`config.mk`:
```
export PLATFORM = sky130hd
export DESIGN_NAME = pcu_fetch_gen
export DESIGN_NICKNAME = d
export VERILOG_FILES = /design/src/rtl/pcu_pkg.sv /design/src/rtl/pcu_redir_fifo.sv /design/src/rtl/pcu_fetch_gen.sv
export SDC_FILE = /design/constraint.sdc
export NUM_CORES = 1
export LEC_CHECK = 0
export BUFFER_PORTS_ARGS = -buffer_cell sky130_fd_sc_hd__buf_2
export CORE_MARGIN = 10
export CORE_UTILIZATION = 59
export CTS_CLUSTER_SIZE = 30
export DETAILED_ROUTE_END_ITERATION = 16
export PLACE_DENSITY = 0.85
export SYNTH_ARGS = -nofsm -noshare
export SYNTH_HDL_FRONTEND = slang
export SYNTH_HIERARCHICAL = 1
export SYNTH_SLANG_ARGS = --single-unit
```
`constraint.sdc`:
```
create_clock -name clk -period 7.78 [get_ports clk]
set_input_delay 2.334 -clock clk [delete_from_list [all_inputs] [get_ports clk]]
set_output_delay 2.334 -clock clk [all_outputs]
set_load 0.02 [all_outputs]
```
`src/rtl/pcu_pkg.sv`:
```
// Shared constants and address helpers for the fetch PC unit.
// Functions take the widest address so any XLEN/FETCH_W instance can reuse them.
package pcu_pkg;

    localparam int INST_BYTES  = 4;
    localparam int MAX_XLEN    = 64;
    localparam int MAX_FETCH_W = 8;

    function automatic int off_bits(input int fetch_w);
        return $clog2(fetch_w);
    endfunction

    function automatic logic [MAX_XLEN-1:0] block_align(input logic [MAX_XLEN-1:0] addr,
                                                        input int fetch_w);
        logic [MAX_XLEN-1:0] blk_bytes;
        blk_bytes = MAX_XLEN'(fetch_w * INST_BYTES);
        return addr & ~(blk_bytes - MAX_XLEN'(1));
    endfunction

    // Lane i is live when it sits at or after the entry offset inside the block.
    function automatic logic [MAX_FETCH_W-1:0] lane_mask(input logic [MAX_XLEN-1:0] addr,
                                                         input int fetch_w);
        logic [MAX_XLEN-1:0] off_mask;
        int                  off;
        logic [MAX_FETCH_W-1:0] m;
        off_mask = (MAX_XLEN'(1) << off_bits(fetch_w)) - MAX_XLEN'(1);
        off      = int'((addr >> 2) & off_mask);
        m        = '0;
        for (int i = 0; i < MAX_FETCH_W; i++) begin
            m[i] = (i >= off) && (i < fetch_w);
        end
        return m;
    endfunction

endpackage

```
`src/rtl/pcu_redir_fifo.sv`:
```
// Small synchronous FIFO holding pending redirect targets.
// Clear wins over push and pop; full is a direct flop bit of the occupancy count.
module pcu_redir_fifo #(
    parameter int DATA_W = 32,
    parameter int DEPTH  = 2
) (
    input  logic              clk,
    input  logic              reset_n,
    input  logic              push,
    input  logic [DATA_W-1:0] push_data,
    input  logic              pop,
    input  logic              clear,
    output logic [DATA_W-1:0] head,
    output logic              full,
    output logic              empty
);

    localparam int AW = $clog2(DEPTH);

    logic [DATA_W-1:0] mem [DEPTH];
    logic [AW-1:0]     wr_ptr;
    logic [AW-1:0]     rd_ptr;
    logic [AW:0]       count;
    logic              do_push;
    logic              do_pop;

    assign full    = count[AW];
    assign empty   = (count == '0);
    assign do_push = push & ~full;
    assign do_pop  = pop & ~empty;
    assign head    = mem[rd_ptr];

    always_ff @(posedge clk or negedge reset_n) begin
        if (!reset_n) begin
            wr_ptr <= '0;
            rd_ptr <= '0;
            count  <= '0;
        end else if (clear) begin
            wr_ptr <= '0;
            rd_ptr <= '0;
            count  <= '0;
        end else begin
            if (do_push) wr_ptr <= wr_ptr + AW'(1);
            if (do_pop)  rd_ptr <= rd_ptr + AW'(1);
            if (do_push && !do_pop)      count <= count + (AW+1)'(1);
            else if (do_pop && !do_push) count <= count - (AW+1)'(1);
        end
    end

    always_ff @(posedge clk) begin
        if (do_push && !clear) mem[wr_ptr] <= push_data;
    end

endmodule

```
`src/rtl/pcu_fetch_gen.sv`:
```
// Program-counter unit: one fetch-block address plus lane mask per cycle,
// with a buffered redirect queue and an overriding flush port.
module pcu_fetch_gen
    import pcu_pkg::*;
#(
    parameter int              XLEN        = 32,
    parameter int              FETCH_W     = 2,
    parameter logic [XLEN-1:0] RESET_PC    = '0,
    parameter int              REDIR_DEPTH = 2
) (
    input  logic               clk,
    input  logic               reset_n,
    input  logic               ready_i,
    input  logic               redir_valid_i,
    input  logic [XLEN-1:0]    redir_addr_i,
    input  logic               flush_valid_i,
    input  logic [XLEN-1:0]    flush_addr_i,
    output logic               valid_o,
    output logic [XLEN-1:0]    inst_addr_o,
    output logic [FETCH_W-1:0] lane_mask_o,
    output logic               redir_full_o,
    output logic               redir_ovf_o
);

    localparam logic [XLEN-1:0] WORD_MASK   = ~XLEN'(INST_BYTES - 1);
    localparam logic [XLEN-1:0] BLOCK_BYTES = XLEN'(FETCH_W * INST_BYTES);

    function automatic logic [XLEN-1:0] align_blk(input logic [XLEN-1:0] a);
        return XLEN'(block_align(MAX_XLEN'(a), FETCH_W));
    endfunction

    function automatic logic [FETCH_W-1:0] mask_of(input logic [XLEN-1:0] a);
        return FETCH_W'(lane_mask(MAX_XLEN'(a), FETCH_W));
    endfunction

    // Handshake: the fetch stage takes inst_addr_o/lane_mask_o on an edge where
    // valid_o and ready_i are both high; with ready_i low the address is held and
    // valid_o drops the next cycle. Flush ignores ready_i entirely.
    logic [XLEN-1:0]    pc_q, pc_d;
    logic [FETCH_W-1:0] mask_q, mask_d;
    logic               valid_q, valid_d;
    logic               ovf_q;
    logic [XLEN-1:0]    fifo_head;
    logic               fifo_full, fifo_empty;
    logic               fifo_push, fifo_pop;

    assign fifo_push = redir_valid_i & ~flush_valid_i;
    assign fifo_pop  = ready_i & ~flush_valid_i & ~fifo_empty;

    pcu_redir_fifo #(
        .DATA_W (XLEN),
        .DEPTH  (REDIR_DEPTH)
    ) u_redir_fifo (
        .clk       (clk),
        .reset_n   (reset_n),
        .push      (fifo_push),
        .push_data (redir_addr_i),
        .pop       (fifo_pop),
        .clear     (flush_valid_i),
        .head      (fifo_head),
        .full      (fifo_full),
        .empty     (fifo_empty)
    );

    always_comb begin
        pc_d    = pc_q;
        mask_d  = mask_q;
        valid_d = 1'b0;
        if (flush_valid_i) begin
            pc_d    = flush_addr_i & WORD_MASK;
            mask_d  = mask_of(flush_addr_i);
            valid_d = 1'b1;
        end else if (!ready_i) begin
            valid_d = 1'b0;
        end else if (!fifo_empty) begin
            pc_d    = fifo_head & WORD_MASK;
            mask_d  = mask_of(fifo_head);
            valid_d = 1'b1;
        end else begin
            pc_d    = align_blk(pc_q) + BLOCK_BYTES;
            mask_d  = '1;
            valid_d = 1'b1;
        end
    end

    always_ff @(posedge clk or negedge reset_n) begin
        if (!reset_n) begin
            pc_q    <= RESET_PC & WORD_MASK;
            mask_q  <= mask_of(RESET_PC);
            valid_q <= 1'b1;
            ovf_q   <= 1'b0;
        end else begin
            pc_q    <= pc_d;
            mask_q  <= mask_d;
            valid_q <= valid_d;
            // A flush discards the push, so it does not count as an overflow attempt.
            ovf_q   <= ovf_q | (redir_valid_i & ~flush_valid_i & fifo_full);
        end
    end

    assign inst_addr_o  = pc_q;
    assign lane_mask_o  = mask_q;
    assign valid_o      = valid_q;
    assign redir_full_o = fifo_full;
    assign redir_ovf_o  = ovf_q;

endmodule

```
==> run_summary.xml <==
<?xml version="1.0" encoding="UTF-8"?>
<metrics>
  <group name="run_status">
    <metric name="run_status" unit="">finished, final reports clean</metric>
  </group>
  <group name="clock_tree">
    <metric name="max-clock-path-buffers" unit="">2</metric>
    <metric name="cts-htree-levels" unit="">3</metric>
    <metric name="cts-resized-gates" unit="">0</metric>
    <metric name="clk_root_buf" unit="">clkbuf_8</metric>
    <metric name="clk_pin_slew_worst_paths" unit="ns">0.10</metric>
    <metric name="number_of_buffers_added_to_fix_hold_violations_after_cts" unit="">0</metric>
    <metric name="post_cts.repair.setup_buffers" unit="">0</metric>
    <metric name="total_cts_buffers" unit="">9</metric>
    <metric name="tritoncts" unit="">built</metric>
    <metric name="tritoncts_num_sinks" unit="">97</metric>
    <metric name="clock_insertion_delay_worst_skew" unit="ns">0.37</metric>
  </group>
  <group name="setup_path">
    <metric name="cp.arrival" unit="ns">4.28</metric>
    <metric name="end_kind" unit="">flop</metric>
    <metric name="cp_slowest_cell" unit="">buf_2</metric>
    <metric name="crit_type" unit="">input pin to flop</metric>
    <metric name="worstReg2RegEnd" unit="">u_redir_fifo/count[0]</metric>
    <metric name="crit_fanout" unit="">61</metric>
    <metric name="r2r-start" unit="">u_redir_fifo/count[0]</metric>
    <metric name="crit_path_start" unit="">ready_i</metric>
    <metric name="cpPeakStageDelay" unit="ns">0.73</metric>
    <metric name="crit_path_cell_trace" unit="">buf_2, nor2_1, nor2_1, a21oi_1, o22ai_1, nor3_1</metric>
    <metric name="worst_path_most_repeated_cell" unit="">nor2_1</metric>
    <metric name="worst_reg2reg_path_length_in_cells" unit="">7</metric>
    <metric name="startpoint_type" unit="">input pin</metric>
    <metric name="cp.required" unit="ns">8.04</metric>
    <metric name="reg2reg_setup_slack" unit="ns">5.74</metric>
  </group>
  <group name="place">
    <metric name="pre_cts_ws" unit="ns">3.444</metric>
    <metric name="place_hpwl" unit="mm">7.924</metric>
    <metric name="final_gp_congestion" unit="">0.8438</metric>
    <metric name="port_buffers" unit="">98</metric>
  </group>
  <group name="layout">
    <metric name="final_layout_size_suffix_gt1_share" unit="%">26.92</metric>
    <metric name="num_antenna_cells" unit="">0</metric>
    <metric name="commonest_non_fill_non_tap_cells_in_the_layout" unit="">buf_2, edfxtp_1, a21oi_1</metric>
    <metric name="number_of_nets_in_the_layout" unit="">574</metric>
    <metric name="area_growth_syn_to_layout" unit="%">14.90</metric>
    <metric name="layout_commonest_cell" unit="">buf_2</metric>
  </group>
  <group name="routing">
    <metric name="drt_first_iter_violations" unit="">287</metric>
    <metric name="drt_pre_antenna_iters" unit="">5</metric>
    <metric name="vias_per_cell" unit="">5.917</metric>
    <metric name="remaining_drc_errors" unit="">0</metric>
    <metric name="detailroute.via_count" unit="">3615</metric>
    <metric name="postRouteWirelength" unit="mm">11.56</metric>
    <metric name="remaining_number_of_nets_flagged_by_the_antenna_check_after_routing" unit="">0</metric>
    <metric name="routedWlPerCell" unit="µm">18.92</metric>
  </group>
  <group name="timing">
    <metric name="final_hold_viol_count" unit="">0</metric>
    <metric name="fin_crit_sh" unit="%">51.71</metric>
    <metric name="finalSetupViolations" unit="">0</metric>
    <metric name="fin_worst_skew" unit="ns">0.01018</metric>
    <metric name="number_of_pins_exceeding_their_max_slew_limit_in_the_final_report" unit="">0</metric>
    <metric name="max_freq" unit="MHz">248.6</metric>
    <metric name="finalSetupTns" unit="ns">0</metric>
    <metric name="slew-limit-headroom" unit="%">34.48</metric>
    <metric name="timing.final.ws_setup" unit="ns">3.757</metric>
    <metric name="rsz0062_at_grt" unit="">no</metric>
    <metric name="worst_slew_pin_slew" unit="ns">0.9829</metric>
    <metric name="min_period" unit="ns">4.023</metric>
  </group>
  <group name="grt">
    <metric name="first_global_vias" unit="">3550</metric>
    <metric name="global_route.usage.total" unit="%">19.57</metric>
    <metric name="wire_length_of_the_first_global_routing_pass" unit="mm">18.36</metric>
    <metric name="globalRoute.totalOverflow" unit="">0</metric>
    <metric name="antenna_violations_before_repair" unit="">0</metric>
    <metric name="grt_start_max_net_pins" unit="">67</metric>
  </group>
  <group name="job">
    <metric name="drv_cap" unit="">0</metric>
  </group>
  <group name="min_path">
    <metric name="hold_path_end" unit="">redir_ovf_o</metric>
    <metric name="worstHoldPathCells" unit="">1</metric>
    <metric name="holdCritStartpoint" unit="">redir_ovf_o</metric>
    <metric name="holdCritPathClass" unit="">flop to flop</metric>
  </group>
  <group name="floorplan">
    <metric name="die_area" unit="mm²">0.01213</metric>
    <metric name="core-area" unit="mm²">0.007807</metric>
    <metric name="start_util" unit="%">61.39</metric>
    <metric name="die_h" unit="µm">110.1</metric>
    <metric name="placement_rows" unit="">32</metric>
    <metric name="pin_count" unit="">106</metric>
    <metric name="die_x" unit="µm">110.1</metric>
  </group>
  <group name="synth">
    <metric name="yosys_warnings" unit="">6</metric>
    <metric name="postSynthAreaPerCell" unit="µm²">11.55</metric>
    <metric name="total_standard_cell_area_after_synthesis" unit="mm²">0.004793</metric>
    <metric name="synthesis.instances" unit="">415</metric>
  </group>
  <group name="power">
    <metric name="ir_worst_vdd" unit="µV">134.0</metric>
    <metric name="total_leakage_power" unit="nW">2.217</metric>
    <metric name="power_per_cell_area" unit="mW/mm²">203.0</metric>
  </group>
</metrics>
[final cells by class]
cell class | count | area [µm²]
clock buffer | 9 | 123.9
tap | 102 | 127.6
fill | 587 | 2300
sequential | 97 | 2730
inverter | 6 | 22.52
timing repair buffer | 103 | 528.0
multi-input combinational | 287 | 1916
clock inverter | 7 | 60.06
[registers in the layout, indices dropped and copies added (netlist names)]
register and cells:
valid_o 1, redir_ovf_o 1, u_redir_fifo/count 2, u_redir_fifo/wr_ptr 1
lane_mask_o 1, u_redir_fifo/rd_ptr 1, u_redir_fifo/mem 60, inst_addr_o 30
[where the power goes]
group | switching, W | internal [W] | total, W
clock | 0.000192 | 0.000122 | 0.000314
combinational | 0.000114 | 0.0000728 | 0.000187
sequential | 0.0000383 | 0.000579 | 0.000618
[worst max path at each step]
| stage | to | slack, ns | cells after the start |
|---|---|---|---|
| after floorplan | u_redir_fifo/mem[1][10] | 2.16 | 4 |
| after CTS | inst_addr_o[10] | 3.84 | 6 |
| after detailed placement | inst_addr_o[10] | 3.44 | 6 |
| final | inst_addr_o[10] | 3.76 | 6 |
| after global placement | inst_addr_o[10] | 3.49 | 6 |
| after global routing | inst_addr_o[10] | 3.62 | 6 |
[layer usage]
| layer | global-route usage (%) | vias up | share of wire (%) |
|---|---|---|---|
| met3 | 4.817 | 14 | 10 |
| met1 | 25.99 | 1722 | 40 |
| li1 | - | 1702 | - |
| met2 | 30.40 | 177 | 47 |
| met5 | 0 | - | 0 |
| met4 | 7.523 | 0 | 1.9 |
[through the flow]
| stage | instances | total power, W | hold slack [ns] | util (%) | cell area (µm²) |
|---|---|---|---|---|---|
| global route | 611 | 0.001169 | 0.4817 | 70.54 | 5508 |
| CTS | 611 | 0.001122 | 0.4630 | 70.54 | 5508 |
| finish | 611 | 0.001118 | 0.4585 | 70.54 | 5508 |
| floorplan | 416 | 0.0007397 | 0.5240 | - | 4797 |
| detailed placement | 595 | 0.0008141 | 0.4395 | 68.19 | 5324 |
| global placement | 595 | 0.0008069 | 0.4341 | 68.19 | 5324 |
[worst max-delay path, delay by kind of cell]
kind                   cells  cell delay, ns
buffers and inverters      1            0.73
and+or+nand+nor            3            0.89
AOI/OAI and AO/OA          2            0.30
(Power assumes the default switching activity.)
